<file path="src/rtl/multicycle_ctrl.sv">
// Control FSM for the shared multicycle MIPS datapath: decodes the latched opcode,
// drives mux selects and write enables, stalls on mem_ready, and counts retired instructions.
module multicycle_ctrl (
  input  logic        clk,
  input  logic        rst,
  input  logic [5:0]  op,
  input  logic        zero,
  input  logic        mem_ready,
  output logic        iord,
  output logic        irwrite,
  output logic        memwrite,
  output logic        regwrite,
  output logic        regdst,
  output logic        memtoreg,
  output logic        alusrca,
  output logic [1:0]  alusrcb,
  output logic [1:0]  aluop,
  output logic [1:0]  pcsrc,
  output logic        pcen,
  output logic        illegal,
  output logic [3:0]  state,
  output logic [31:0] retired
);

  typedef enum logic [3:0] {
    FETCH   = 4'd0,  DECODE  = 4'd1,  MEMADR = 4'd2,  MEMRD  = 4'd3,
    MEMWB   = 4'd4,  MEMWR   = 4'd5,  RTYPEEX = 4'd6, RTYPEWB = 4'd7,
    BEQEX   = 4'd8,  ADDIEX  = 4'd9,  ADDIWB = 4'd10, JEX    = 4'd11
  } state_t;

  localparam logic [5:0] OP_LW = 6'b100011, OP_SW = 6'b101011, OP_R = 6'b000000,
                         OP_BEQ = 6'b000100, OP_ADDI = 6'b001000, OP_J = 6'b000010;

  state_t st, nst, dst;
  logic   retire, pcwrite, branch;

  always_ff @(posedge clk) begin
    if (rst) begin
      st      <= FETCH;
      retired <= 32'd0;
    end else begin
      st <= nst;
      if (retire) retired <= retired + 32'd1;
    end
  end

  always_comb begin
    nst    = FETCH;
    retire = 1'b0;
    case (st)
      FETCH:   nst = mem_ready ? DECODE : FETCH;
      DECODE:
        case (op)
          OP_LW, OP_SW: nst = MEMADR;
          OP_R:         nst = RTYPEEX;
          OP_BEQ:       nst = BEQEX;
          OP_ADDI:      nst = ADDIEX;
          OP_J:         nst = JEX;
          default:      nst = FETCH;
        endcase
      MEMADR:  nst = (op == OP_SW) ? MEMWR : MEMRD;
      MEMRD:   nst = mem_ready ? MEMWB : MEMRD;
      MEMWB:   begin nst = FETCH; retire = 1'b1; end
      MEMWR:   begin nst = mem_ready ? FETCH : MEMWR; retire = mem_ready; end
      RTYPEEX: nst = RTYPEWB;
      RTYPEWB: begin nst = FETCH; retire = 1'b1; end
      BEQEX:   begin nst = FETCH; retire = 1'b1; end
      ADDIEX:  nst = ADDIWB;
      ADDIWB:  begin nst = FETCH; retire = 1'b1; end
      JEX:     begin nst = FETCH; retire = 1'b1; end
      default: nst = FETCH;
    endcase
  end

  // While in reset the outputs decode as FETCH with every enable masked off.
  always_comb begin
    dst      = rst ? FETCH : st;
    iord     = 1'b0;
    irwrite  = 1'b0;
    memwrite = 1'b0;
    regwrite = 1'b0;
    regdst   = 1'b0;
    memtoreg = 1'b0;
    alusrca  = 1'b0;
    alusrcb  = 2'b00;
    aluop    = 2'b00;
    pcsrc    = 2'b00;
    pcwrite  = 1'b0;
    branch   = 1'b0;
    illegal  = 1'b0;
    case (dst)
      FETCH: begin
        alusrcb = 2'b01;
        irwrite = mem_ready & ~rst;
        pcwrite = mem_ready & ~rst;
      end
      DECODE: begin
        alusrcb = 2'b11;
        illegal = !(op inside {OP_LW, OP_SW, OP_R, OP_BEQ, OP_ADDI, OP_J});
      end
      MEMADR:  begin alusrca = 1'b1; alusrcb = 2'b10; end
      MEMRD:   iord = 1'b1;
      MEMWB:   begin memtoreg = 1'b1; regwrite = 1'b1; end
      MEMWR:   begin iord = 1'b1; memwrite = 1'b1; end
      RTYPEEX: begin alusrca = 1'b1; aluop = 2'b10; end
      RTYPEWB: begin regdst = 1'b1; regwrite = 1'b1; end
      BEQEX:   begin alusrca = 1'b1; aluop = 2'b01; pcsrc = 2'b01; branch = 1'b1; end
      ADDIEX:  begin alusrca = 1'b1; alusrcb = 2'b10; end
      ADDIWB:  regwrite = 1'b1;
      JEX:     begin pcsrc = 2'b10; pcwrite = 1'b1; end
      default: ;
    endcase
  end

  assign pcen  = pcwrite | (branch & zero);
  assign state = st;

endmodule

</file>
<file path="config.mk">
export PLATFORM = sky130hd
export DESIGN_NAME = multicycle_ctrl
export DESIGN_NICKNAME = d
export VERILOG_FILES = /design/src/rtl/multicycle_ctrl.sv
export SDC_FILE = /design/constraint.sdc
export NUM_CORES = 1
export LEC_CHECK = 0
export ABC_CLOCK_PERIOD_IN_PS = 2160
export CAP_MARGIN = 20
export CORE_MARGIN = 8
export CORE_UTILIZATION = 46
export CTS_CLUSTER_SIZE = 8
export DETAILED_ROUTE_END_ITERATION = 8
export PLACE_DENSITY = 0.76
export SYNTH_ARGS = -nofsm -noshare
export SYNTH_HDL_FRONTEND = slang
export SYNTH_SLANG_ARGS = --single-unit
</file>
<file path="constraint.sdc">
create_clock -name clk -period 2.16 [get_ports clk]
set_input_delay 0.54 -clock clk [delete_from_list [all_inputs] [get_ports clk]]
set_output_delay 0.54 -clock clk [all_outputs]
set_load 0.02 [all_outputs]
</file>
-- After elaboration in Yosys (flattened, before gate mapping)
Index checks and enable logic that the tools add are counted.
- bits in registers: 36
- bits of input ports: 10
- logic and storage cells: 66
- add/sub/neg operators: 1
- equality and inequality tests: 27
- muxes and demuxes: 21
- bitwise logic cells: 4
- reduce and logical (&&, ||, !) cells: 11
- operators with widths (operator ; count):
    32-bit by 1-bit adder with 32-bit output, second input constant ; 1
    4-bit by 3-bit equality test with 1-bit output, second input constant ; 8
    4-bit equality test, second input constant ; 8
    4-bit case mux with 7 select lines ; 1
    4-bit case mux with 5 select lines ; 1
    4-bit by 2-bit equality test with 1-bit output, second input constant ; 4
    6-bit equality test, second input constant ; 2
    1-bit 2-to-1 mux ; 10
    3-bit 2-to-1 mux ; 3
    4-bit by 1-bit equality test with 1-bit output, second input constant ; 2
    4-bit logical NOT ; 2
    2-bit case mux with 2 select lines ; 2
    6-bit by 2-bit equality test with 1-bit output, second input constant ; 1
    6-bit by 3-bit equality test with 1-bit output, second input constant ; 1
    6-bit by 4-bit equality test with 1-bit output, second input constant ; 1
    6-bit logical NOT ; 1
    2-bit case mux with 3 select lines ; 1
    6-bit nonzero test ; 1
    2-bit OR reduction ; 3
    5-bit OR reduction ; 1
    4-bit 2-to-1 mux ; 1
    1-bit case mux with 2 select lines ; 2
    4-bit OR reduction ; 1
    3-bit OR reduction ; 1
    4 further kinds ; 5

-- Depth between registers and ports, before layout
- word-level depth: 5
- depth in mapped cells: 7
- depth with buffers taken out: 6

-- Worst setup path before layout
No wires, ideal clock.
- path type: input-to-output
- start point: input port rst
- end point: output port pcen
- arrival time: 1897 ps
- data required time: 1620 ps
- slack: -277 ps
- stages on the path: 3
- buffers on the path: 1
- cell sequence: clkbuf_1 > nor4_1 > a22o_1
- longest elaborated chain between the ends: 5
- RTL lines (item ; line ; source):
    from (decl) ; 5 ; input logic rst,
    4-bit 2-to-1 mux ; 77 ; dst = rst ? FETCH : st;
    4-bit equality test ; 91 ; case (dst)
    1-bit 2-to-1 mux ; 91 ;
    1-bit bitwise AND ; 115 ; assign pcen = pcwrite | (branch & zero);
    1-bit bitwise OR * ; 115 ;
    to (decl) ; 19 ; output logic pcen,
Mark *: on every way between the ends. The rest lies on a longest branch, timed or not.

-- Worst setup path after layout
- start point: input port op[3]
- end point: output port illegal
- longest elaborated chain between the ends: 4
- RTL lines (item ; line ; source):
    from (decl) ; 6 ; input logic [5:0] op,
    6-bit equality test (tied with other cells) ; 99 ; illegal = !(op inside {OP_LW, OP_SW, OP_R, OP_BEQ, OP_ADDI, OP_J});
    6-bit nonzero test * ; 99 ;
    1-bit logical NOT * ; 99 ;
    1-bit 2-to-1 mux * ; 91 ;
    to (decl) ; 20 ; output logic illegal,
Marks and branches as above.

==> out/summary.md <==
• **crit path time final** 2210 ps
• **number of enable flip-flop cells after synthesis** 0
• **number of placement rows** 24
• **Worst Path Arrival** 1670 ps
• **leakage power** 1.21 nW
• **remaining global-route overflow** 0
• **DRC viols** 0
• **diode count** 0
• **Pre-antenna DRT Iters** 4
• **final slew viol count** 0
• **number of cell instances on the worst register-to-register path** 9
• **clock tree from TritonCTS** done
• **unrepaired setup endpoints after global routing** yes
• **violated checks** negative setup slack
• **final antenna-violating net count** 0
• **sequential area share after synthesis** 35.2%
• **final worst-path setup slack** -47.0 ps
• **overall die height** 82.8 um
• **Max Fanout on Critical Path** 2
• **instance count along the most critical hold path** 2
• **CTS Buf Count** 5
• **mean cell area of the mapped netlist** 7.73 sq um
• **number of register bits inferred by synthesis** 36
• **setup_tns** -47.0 ps
• **global-route met2 utilization** 27.7%
• **utilization after layout** 71.7%
• **area of all sequential standard cells** 722 sq um
• **CORE AREA** 4320 sq um
• **transition time at the pin with the least slew margin** 367 ps
• **count of cell types in the netlist** 46
• **post-DP HPWL** 4.49 mm
• **largest buffer count on any clock path** 2
• **Initial Util** 47.4%
• **endpoint of the most critical register-to-register path** retired[17]
• **GRT met1 Usage** 21.6%
• **Final Hold Violating Endpoints** 0
• **run status** complete, but fails checks
• **H-tree levels** 2
• **horizontal die dimension** 82.8 um
• **ratio of final minimum period to clock period** 102%
• **number of top-level design ports** 61
• **total number of vias** 2256
• **required time of the critical path** 1620 ps
• **clock latency of the later-clocked register in the worst-skew pair** 290 ps
• **average via count per standard cell** 5.46
• **die outline area** 6850 sq um
• **Synth Net Count** 276
• **FFs w/ async S/R, synth** 0%
• **worst hold-check path type** reg2reg
• **share of cells above drive strength 1** 22.2%
• **R2R Path Start** state[1]
• **number of global-route vias before repair** 2046
• **min-delay src** retired[31]
• **pin count of the biggest net entering global routing** 31
• **number of nets in the layout** 371
• **Clock Root Buffer** sky130_fd_sc_hd__clkbuf_8
• **synthesized cell area** 2050 sq um
• **most utilized layer in the global route result** met2
• **number of hold buffers added after cts** 0
• **layout overhead on the synthesized area** 51.3%
• **number of instances in the synthesized netlist** 265
• **kind of end point of the critical path** primary output
• **initial detailed-routing violation count** 140
• **max-slew headroom at the worst pin** 75.3%
• **number of warnings issued by yosys** 0
• **endpoints failing setup** 1
• **routability-driven placement congestion ratio** 0.849
• **average wire per cell in the routed design** 14.7 um
• **Pwr per Cell Area** 442 nW/um^2
• **placed cell areas** 2970 sq um
• **Worst Hold Margin** 494 ps
• **Worst setup SP type** input pin
• **grt met3 use** 5.09%
• **Worst VDD drop** 0.000411 V
• **initial antenna violation count** 0
• **Detailed Route WL** 6.06 mm
• **reported max-cap violation count** 0
• **predominant post-synthesis flop cell** sky130_fd_sc_hd__dfxtp_1
• **Multi-input gate area** 1280 sq um
• **global-route wire length before repair** 9.38 mm
• **global-route usage over all layers** 17.2%
• **setup slack of the most critical reg-to-reg path** 180 ps
• **post-layout instance area** 3100 sq um
• **IO buf count** 60
• **critical path start-end classification** in2out
• **CTS clock-pin slew for the worst setup and hold paths** 70 ps
• **achievable frequency** 453 MHz
• **FILL cells** 368
• **clock sink count** 36
• **hold-critical path endpoint** retired[31]
• **final clock skew** 4.81 ps
[through the flow]
step,setup WS (ps),instances,total power [mW]
floorplan,16.4,265,0.735
global placement,-807,402,0.801
detailed placement,-824,402,0.803
CTS,-92.3,411,1.38
global route,-91.3,413,1.42
finish,-47.0,413,1.37
[cell usage in the layout (no fill, tap or decap), drive strengths merged, types with 12 or more instances in the layout]
| cell | netlist | layout |
|---|---|---|
| buf | 6 | 50 |
| clkdlybuf4s50 | 0 | 37 |
| dfxtp | 36 | 36 |
| nor2 | 30 | 30 |
| a21oi | 23 | 23 |
| o21ai | 22 | 22 |
| nand2 | 22 | 22 |
| or3 | 18 | 18 |
| nand4 | 15 | 15 |
| xor2 | 14 | 14 |
| nand3 | 12 | 12 |
[routing by layer]
layer | share of wire, % | vias up
li1 | - | 1142
met2 | 48 | 66
met5 | 0 | -
met4 | 0.76 | 0
met1 | 45 | 1040
met3 | 6.8 | 8
[cell usage after synthesis (2+ instances only)]
cell | count | share of area, %
sky130_fd_sc_hd__nor2b_1 | 3 | 0.92
sky130_fd_sc_hd__inv_1 | 6 | 1.1
sky130_fd_sc_hd__nand4_2 | 2 | 1.2
sky130_fd_sc_hd__nor4_1 | 4 | 1.2
sky130_fd_sc_hd__or3_1 | 18 | 5.5
sky130_fd_sc_hd__xor2_1 | 14 | 6.0
sky130_fd_sc_hd__and3_1 | 5 | 1.5
sky130_fd_sc_hd__xnor2_1 | 3 | 1.3
sky130_fd_sc_hd__nor2_1 | 30 | 5.5
sky130_fd_sc_hd__dfxtp_1 | 36 | 35
sky130_fd_sc_hd__and4_1 | 3 | 1.3
sky130_fd_sc_hd__nand3_1 | 11 | 2.7
sky130_fd_sc_hd__buf_2 | 3 | 0.73
sky130_fd_sc_hd__nand2_1 | 22 | 4.0
sky130_fd_sc_hd__o21ai_0 | 22 | 5.4
sky130_fd_sc_hd__clkbuf_1 | 10 | 1.8
sky130_fd_sc_hd__nand2b_1 | 4 | 1.2
sky130_fd_sc_hd__a21oi_1 | 22 | 5.4
sky130_fd_sc_hd__buf_4 | 2 | 0.73
sky130_fd_sc_hd__nor3_1 | 7 | 1.7
sky130_fd_sc_hd__nand4_1 | 13 | 4.0
[cell families after synthesis]
kind of cell,share of synthesized area (%)
XOR/XNOR,7.27
multiplexers,0.488
flip-flops,35.2
AND/OR/NAND/NOR,33.8
buffers and inverters,4.94
adder cells (fa/ha/maj),0.610
AO/OA/AOI/OAI,17.8
[sequential cells by signal, indices dropped and copies added, names as in the netlist]
signal,flops
retired,32
state,4
[worst max-delay path: stages]
cell and delay [ps]:
sky130_fd_sc_hd__buf_2 110, sky130_fd_sc_hd__or3_4 370, sky130_fd_sc_hd__or3_4 350, sky130_fd_sc_hd__o311ai_2 70, sky130_fd_sc_hd__nor3_1 60, sky130_fd_sc_hd__buf_2 160
[timing repair]
item                                    CTS  global route
resized for setup                        46            25
buffers inserted                          1             2
pin swaps                                 6             8
endpoints found under the setup margin   25            23
[power breakdown]
part / internal, mW / leakage [nW] / switching, mW
clock network: 0.342 / 0.0552 / 0.237
registers: 0.665 / 0.291 / 0.00256
logic: 0.0583 / 0.867 / 0.0636
total: 1.07 / 1.21 / 0.304
[cell type report]
class	instances	share of cell area [%]
Clock buffer	6	2.34
Clock inverter	2	1.13
Inverter	6	0.726
Multi-Input combinational cell	207	41.2
Sequential cell	36	23.3
Tap cell	52	2.10
Timing Repair Buffer	104	29.2
[worst max path at each step]
| stage | from | to | slack, ps | cells after the start |
|---|---|---|---|---|
| global placement | op[0] | illegal | -810 | 6 |
| detailed placement | op[0] | illegal | -820 | 6 |
| global route | op[3] | illegal | -90 | 6 |
| CTS | op[5] | illegal | -90 | 6 |
| finish | op[3] | illegal | -50 | 6 |
| floorplan | rst | irwrite | 20 | 3 |
Power figures use the tool's default switching activity.
